## src/rtl/riscv_ctrl_pkg.sv

```systemverilog
// Shared definitions for the multicycle RISC-V control path: state codes,
// opcodes and the datapath mux/ALU encodings.
package riscv_ctrl_pkg;

  typedef enum logic [3:0] {
    ST_IDLE     = 4'd0,
    ST_FETCH    = 4'd1,
    ST_DECODE   = 4'd2,
    ST_MEMADR   = 4'd3,
    ST_MEMREAD  = 4'd4,
    ST_MEMWB    = 4'd5,
    ST_MEMWRITE = 4'd6,
    ST_EXECUTER = 4'd7,
    ST_EXECUTEI = 4'd8,
    ST_ALUWB    = 4'd9,
    ST_BEQ      = 4'd10,
    ST_JAL      = 4'd11
  } state_e;

  // Which flavour of ALU operation the current state asks for
  typedef enum logic [1:0] {
    ALU_CLS_ADD   = 2'd0,
    ALU_CLS_SUB   = 2'd1,
    ALU_CLS_RTYPE = 2'd2,
    ALU_CLS_ITYPE = 2'd3
  } alu_class_e;

  localparam logic [6:0] OP_LW    = 7'b0000011;
  localparam logic [6:0] OP_SW    = 7'b0100011;
  localparam logic [6:0] OP_RTYPE = 7'b0110011;
  localparam logic [6:0] OP_ITYPE = 7'b0010011;
  localparam logic [6:0] OP_BEQ   = 7'b1100011;
  localparam logic [6:0] OP_JAL   = 7'b1101111;

  localparam logic [2:0] ALU_ADD = 3'b000;
  localparam logic [2:0] ALU_SUB = 3'b001;
  localparam logic [2:0] ALU_AND = 3'b010;
  localparam logic [2:0] ALU_OR  = 3'b011;
  localparam logic [2:0] ALU_SLT = 3'b101;

  localparam logic [1:0] IMM_I = 2'b00;
  localparam logic [1:0] IMM_S = 2'b01;
  localparam logic [1:0] IMM_B = 2'b10;
  localparam logic [1:0] IMM_J = 2'b11;

  localparam logic [1:0] RES_ALUOUT    = 2'b00;
  localparam logic [1:0] RES_DATA      = 2'b01;
  localparam logic [1:0] RES_ALURESULT = 2'b10;

  localparam logic [1:0] SRCA_PC    = 2'b00;
  localparam logic [1:0] SRCA_OLDPC = 2'b01;
  localparam logic [1:0] SRCA_A     = 2'b10;

  localparam logic [1:0] SRCB_B    = 2'b00;
  localparam logic [1:0] SRCB_IMM  = 2'b01;
  localparam logic [1:0] SRCB_FOUR = 2'b10;

  function automatic logic [1:0] imm_sel(input logic [6:0] op);
    logic [1:0] sel;
    case (op)
      OP_SW:   sel = IMM_S;
      OP_BEQ:  sel = IMM_B;
      OP_JAL:  sel = IMM_J;
      default: sel = IMM_I;
    endcase
    return sel;
  endfunction

endpackage

```

## src/rtl/alu_decoder.sv

```systemverilog
// Maps the state's ALU class plus funct3/funct7b5 onto an ALU operation,
// flagging funct3 values the core does not implement.
module alu_decoder
  import riscv_ctrl_pkg::*;
(
  input  alu_class_e  alu_class,
  input  logic [2:0]  funct3,
  input  logic        funct7b5,
  output logic [2:0]  alu_control,
  output logic        alu_illegal
);

  // ALU operation and legality for the requested class
  always_comb begin
    alu_control = ALU_ADD;
    alu_illegal = 1'b0;
    case (alu_class)
      ALU_CLS_ADD: alu_control = ALU_ADD;
      ALU_CLS_SUB: alu_control = ALU_SUB;
      ALU_CLS_RTYPE, ALU_CLS_ITYPE: begin
        case (funct3)
          3'b000: begin
            // addi has no subtract form, so funct7b5 only matters for R-type
            if ((alu_class == ALU_CLS_RTYPE) && funct7b5) begin
              alu_control = ALU_SUB;
            end else begin
              alu_control = ALU_ADD;
            end
          end
          3'b010:  alu_control = ALU_SLT;
          3'b110:  alu_control = ALU_OR;
          3'b111:  alu_control = ALU_AND;
          default: begin
            alu_control = ALU_ADD;
            alu_illegal = 1'b1;
          end
        endcase
      end
      default: alu_control = ALU_ADD;
    endcase
  end

endmodule

```

## src/rtl/multicycle_control_fsm.sv

```systemverilog
// Main control FSM of the multicycle RISC-V core: sequences each instruction
// and drives the datapath register enables and mux selects.
module multicycle_control_fsm
  import riscv_ctrl_pkg::*;
#(
  parameter int unsigned STATE_W = 4
) (
  input  logic               clk,
  input  logic               reset,
  input  logic [6:0]         op,
  input  logic [2:0]         funct3,
  input  logic               funct7b5,
  input  logic               zero,
  input  logic               mem_ready,
  output logic               pc_write,
  output logic               adr_src,
  output logic               mem_write,
  output logic               ir_write,
  output logic [1:0]         result_src,
  output logic [1:0]         alu_src_a,
  output logic [1:0]         alu_src_b,
  output logic [1:0]         imm_src,
  output logic [2:0]         alu_control,
  output logic               reg_write,
  output logic               illegal_instr,
  output logic               instr_done,
  output logic [STATE_W-1:0] state_dbg
);

  state_e     state_r;
  state_e     state_next_s;
  alu_class_e alu_class_s;
  logic       dec_illegal_s;
  logic       exec_state_s;
  logic       wb_block_r;

  alu_decoder u_alu_decoder (
    .alu_class   (alu_class_s),
    .funct3      (funct3),
    .funct7b5    (funct7b5),
    .alu_control (alu_control),
    .alu_illegal (dec_illegal_s)
  );

  assign exec_state_s = (state_r == ST_EXECUTER) || (state_r == ST_EXECUTEI);
  assign state_dbg    = STATE_W'(state_r);

  // State register
  always_ff @(posedge clk or negedge reset) begin
    if (!reset) begin
      state_r <= ST_IDLE;
    end else begin
      state_r <= state_next_s;
    end
  end

  // Remember an unsupported funct3 so the following ALUWB suppresses its write
  always_ff @(posedge clk or negedge reset) begin
    if (!reset) begin
      wb_block_r <= 1'b0;
    end else begin
      wb_block_r <= exec_state_s && dec_illegal_s;
    end
  end

  // ALU class requested by the current state
  always_comb begin
    alu_class_s = ALU_CLS_ADD;
    case (state_r)
      ST_BEQ:      alu_class_s = ALU_CLS_SUB;
      ST_EXECUTER: alu_class_s = ALU_CLS_RTYPE;
      ST_EXECUTEI: alu_class_s = ALU_CLS_ITYPE;
      default:     alu_class_s = ALU_CLS_ADD;
    endcase
  end

  // Next-state and control strobes
  always_comb begin
    state_next_s  = state_r;
    pc_write      = 1'b0;
    adr_src       = 1'b0;
    mem_write     = 1'b0;
    ir_write      = 1'b0;
    result_src    = RES_ALUOUT;
    alu_src_a     = SRCA_PC;
    alu_src_b     = SRCB_B;
    reg_write     = 1'b0;
    illegal_instr = 1'b0;
    instr_done    = 1'b0;
    if (state_r == ST_IDLE) begin
      imm_src = IMM_I;
    end else begin
      imm_src = imm_sel(op);
    end

    case (state_r)
      ST_IDLE: state_next_s = ST_FETCH;
      ST_FETCH: begin
        alu_src_a  = SRCA_PC;
        alu_src_b  = SRCB_FOUR;
        result_src = RES_ALURESULT;
        if (mem_ready) begin
          ir_write     = 1'b1;
          pc_write     = 1'b1;
          state_next_s = ST_DECODE;
        end else begin
          state_next_s = ST_FETCH;
        end
      end
      ST_DECODE: begin
        alu_src_a = SRCA_OLDPC;
        alu_src_b = SRCB_IMM;
        case (op)
          OP_LW, OP_SW: state_next_s = ST_MEMADR;
          OP_RTYPE:     state_next_s = ST_EXECUTER;
          OP_ITYPE:     state_next_s = ST_EXECUTEI;
          OP_BEQ:       state_next_s = ST_BEQ;
          OP_JAL:       state_next_s = ST_JAL;
          default: begin
            illegal_instr = 1'b1;
            instr_done    = 1'b1;
            state_next_s  = ST_FETCH;
          end
        endcase
      end
      ST_MEMADR: begin
        alu_src_a = SRCA_A;
        alu_src_b = SRCB_IMM;
        if (op == OP_LW) begin
          state_next_s = ST_MEMREAD;
        end else begin
          state_next_s = ST_MEMWRITE;
        end
      end
      ST_MEMREAD: begin
        adr_src    = 1'b1;
        result_src = RES_ALUOUT;
        if (mem_ready) begin
          state_next_s = ST_MEMWB;
        end else begin
          state_next_s = ST_MEMREAD;
        end
      end
      ST_MEMWB: begin
        result_src   = RES_DATA;
        reg_write    = 1'b1;
        instr_done   = 1'b1;
        state_next_s = ST_FETCH;
      end
      ST_MEMWRITE: begin
        adr_src    = 1'b1;
        result_src = RES_ALUOUT;
        mem_write  = 1'b1;
        if (mem_ready) begin
          instr_done   = 1'b1;
          state_next_s = ST_FETCH;
        end else begin
          state_next_s = ST_MEMWRITE;
        end
      end
      ST_EXECUTER: begin
        alu_src_a     = SRCA_A;
        alu_src_b     = SRCB_B;
        illegal_instr = dec_illegal_s;
        state_next_s  = ST_ALUWB;
      end
      ST_EXECUTEI: begin
        alu_src_a     = SRCA_A;
        alu_src_b     = SRCB_IMM;
        illegal_instr = dec_illegal_s;
        state_next_s  = ST_ALUWB;
      end
      ST_ALUWB: begin
        result_src   = RES_ALUOUT;
        reg_write    = !wb_block_r;
        instr_done   = 1'b1;
        state_next_s = ST_FETCH;
      end
      ST_BEQ: begin
        alu_src_a  = SRCA_A;
        alu_src_b  = SRCB_B;
        result_src = RES_ALUOUT;
        // Only funct3=000 (beq) is a supported branch
        if (funct3 == 3'b000) begin
          pc_write = zero;
        end else begin
          pc_write      = 1'b0;
          illegal_instr = 1'b1;
        end
        instr_done   = 1'b1;
        state_next_s = ST_FETCH;
      end
      ST_JAL: begin
        alu_src_a    = SRCA_OLDPC;
        alu_src_b    = SRCB_FOUR;
        result_src   = RES_ALUOUT;
        pc_write     = 1'b1;
        state_next_s = ST_ALUWB;
      end
      default: state_next_s = ST_IDLE;
    endcase
  end

endmodule

```

## config.mk

```make
export PLATFORM = sky130hd
export DESIGN_NAME = multicycle_control_fsm
export DESIGN_NICKNAME = d
export VERILOG_FILES = /design/src/rtl/riscv_ctrl_pkg.sv /design/src/rtl/alu_decoder.sv /design/src/rtl/multicycle_control_fsm.sv
export SDC_FILE = /design/constraint.sdc
export NUM_CORES = 1
export LEC_CHECK = 0
export BUFFER_PORTS_ARGS = -buffer_cell sky130_fd_sc_hd__buf_2
export CAP_MARGIN = 15
export CORE_MARGIN = 4
export CORE_UTILIZATION = 47
export DETAILED_ROUTE_END_ITERATION = 10
export PLACE_DENSITY = 0.84
export REMOVE_ABC_BUFFERS = 1
export SYNTH_ARGS = -nofsm -noshare
export SYNTH_HDL_FRONTEND = slang
export SYNTH_HIERARCHICAL = 1
export SYNTH_SLANG_ARGS = --single-unit
export TNS_END_PERCENT = 10
```

## constraint.sdc

```tcl
create_clock -name clk -period 2.9 [get_ports clk]
set_input_delay 0.145 -clock clk [delete_from_list [all_inputs] [get_ports clk]]
set_output_delay 0.145 -clock clk [all_outputs]
set_load 0.03 [all_outputs]
```

==> summary.md <==
| Metric | Value |
|---|---|
| RSZ-0062 raised after global routing | `no` |
| Clk sinks | `5` |
| CTS tree | `yes` |
| Worst Clk Skew | `0.002701 ns` |
| Setup TNS | `0 ns` |
| Final hold viol count | `0` |
| I/O pin count | `37` |
| Max-slew headroom | `61.53%` |
| Cell-internal power | `358.0 uW` |
| Sw frac | `59.70%` |
| Worst Path Arrival | `2.23 ns` |
| Initial Util | `52.09%` |
| Chip width | `46.68 um` |
| Setup crit end kind | `primary output` |
| Row cnt | `13` |
| Sequential share of power | `21.3%` |
| Slew @ Worst Pin | `0.5771 ns` |
| Fin. max-slew vios | `0` |
| Post-DRT Antenna Nets | `0` |
| Cell Area, Synth | `703.2 um2` |
| Synth area leaders | `dfrtp_1 (18%), nor2_1 (8.5%), nor3_1 (5.7%)` |
| Synth warn | `6` |
| Gate power share | `69.9%` |
| Most common flop cell mapped by yosys | `dfrtp_1` |
| Avg WL per Cell | `12.32 um` |
| Leak Pwr | `0.0004578 uW` |
| Post-DP Area | `859.6 um2` |
| Synth area leader | `dfrtp_1` |
| Async SR Flop Fraction | `100.0%` |
| GPL Wtd Cong | `0.7806` |
| Clock power share | `8.8%` |
| Max IR drop VDD | `0.6929 mV` |
| Vias per cell | `5.526` |
| Most common cell in the netlist | `nor2_1` |
| Seq/Total Area, Yosys | `17.79%` |
| Worst skew pair latency | `0.24 ns` |
| Gr usage total | `17.48%` |
| Via count | `840` |
| Syn avg cell area | `6.761 um2` |
| Setup violations, final | `0` |
| Post-DP HPWL | `1451 um` |
| Pin count of the biggest net entering global routing | `20` |
| Flops & latches, synth | `5` |
| Synth Instances | `104` |
| Worst Path Required | `2.76 ns` |
| Vias in the first global route | `682` |
| Status | `finished clean` |
| Distinct cells, synth | `42` |
| Minimum clock period | `2.377 ns` |
| R2r worst-path depth | `4` |
| Port Buffer Count | `36` |
| Ant diodes | `0` |
| Critical path peak fanout | `18` |
| Root buffer cell | `clkbuf_4` |
| Kind of critical path | `reg -> out` |
| Share of cells above drive strength 1 | `32.85%` |
| Full die area | `2179 um2` |
| Clk slew on worst S/H paths | `0.04 ns` |
| Initial DRC Count | `17` |
| Drt drc | `0` |
| Design area | `895.9 um2` |
| Total CTS buffers | `3` |
| Period utilization | `81.97%` |
| CTS H-Tree Depth | `1` |
| Maxcap violations | `0` |
| Final global-route overflow total | `0` |
| Switch Pwr | `530.3 uW` |
| Final Net Count | `153` |
| Core area | `1350 um2` |
| Setup crit start kind | `flip-flop` |
| Power Density | `991.7 nW/um2` |
| Die height | `46.68 um` |
| Max Buffers Root-to-Sink | `2` |
| Area growth, synth to finish | `27.40%` |
| Synth cell count leaders | `nor2_1 (16), nand2_1 (9), nor3_1 (8), o21ai_0 (6)` |
| FMAX | `420.7 MHz` |
| Worst hold path class | `in -> async` |
| First-pass GRT wire length | `2829 um` |
| Top-area cell type share of the netlist area | `17.79%` |
| TritonRoute pass-1 iters | `4` |
| Initial antenna violation count | `0` |
| Post-synth EDFFs | `0` |
| Detailed Route WL | `1872 um` |
[routing by layer]
layer | wire length (um) | GRT usage (%) | up-vias
li1 | - | - | 440
met1 | 888 | 23.96 | 377
met2 | 879 | 29.12 | 23
met3 | 105 | 1.172 | 0
met4 | 0 | 4.972 | 0
met5 | 0 | 0 | -
[layout make-up]
class                   instances  area, um2
clock buffers                   4      26.28
fillers                       117      454.2
inverters                       5      18.77
multi-input cells              86      516.7
flip-flops and latches          5      125.1
well taps                      15      18.77
repair buffers                 37      190.2
[power groups by stage]
stage	Combinational (uW)	Sequential, uW	Clock [uW]
3_3_place_gp	615	183	0
6_report	621	189	78.5
5_1_grt	673	199	84.8
4_1_cts	623	188	81.4
2_1_floorplan	424	208	0
3_5_place_dp	619	188	0
[through the flow]
step,hold WS [ns],worst slack [ns],total power [uW],instances,utilization (%)
final,0.2659,0.5230,888.4,152,66.36
after global routing,0.2723,0.3682,956.5,152,66.36
after CTS,0.2403,0.5365,891.5,152,66.36
after detailed placement,-0.03890,0.7974,807.1,147,63.67
after global placement,-0.03943,0.8472,798.1,147,63.67
after floorplan,-0.1506,0.6512,631.4,96,-
[cell families (layout without fill, tap and decap cells)]
logic type	count (synthesis)	after routing	synth area share (%)
AO/OA/AOI/OAI	24	24	21.53
XOR/XNOR	3	3	3.737
buffers and inverters	13	46	8.718
flip-flops	5	5	17.79
multiplexers	2	2	2.847
AND/OR/NAND/NOR	57	57	45.37
[flip-flops by register name, indices dropped and copies added, names as in the netlist]
register / cells
wb_block_r: 1
state_dbg: 4
[worst max-delay path: stages (launching register included)]
cell,delay [ns]
dfrtp_1,0.68
nand2b_1,0.28
o22ai_1,0.19
and2_1,0.17
and2_1,0.14
or3_1,0.35
buf_2,0.18
[path summary, 6_finish.rpt]
| check | from | endpoint | slack [ns] |
|---|---|---|---|
| max in group asynchronous | reset | state_dbg[0]$_DFF_PN0_ | 2.50 |
| max reg2reg | state_dbg[0]$_DFF_PN0_ | state_dbg[2]$_DFF_PN0_ | 1.06 |
| min in group clk | op[4] | state_dbg[3]$_DFF_PN0_ | 0.27 |
| min | reset | state_dbg[3]$_DFF_PN0_ | 0.27 |
| min reg2reg | state_dbg[2]$_DFF_PN0_ | state_dbg[0]$_DFF_PN0_ | 0.83 |
| max | state_dbg[3]$_DFF_PN0_ | illegal_instr | 0.52 |
[cells in the final DEF, fill, tap and decap left out, types with 4 or more instances in the layout]
| cell | instances |
|---|---|
| nor3_1 | 8 |
| dfrtp_1 | 5 |
| a31oi_1 | 4 |
| inv_1 | 5 |
| nand2_1 | 9 |
| buf_2 | 36 |
| a21oi_1 | 4 |
| o21ai_0 | 6 |
| nor2_1 | 16 |
[timing repair]
action / in CTS / in global routing
hold buffers: 1 / 0
setup buffers: 0 / 0
hold endpoints to repair: 5 / 0
resized for setup: 0 / 0
(Power assumes the default switching activity.)
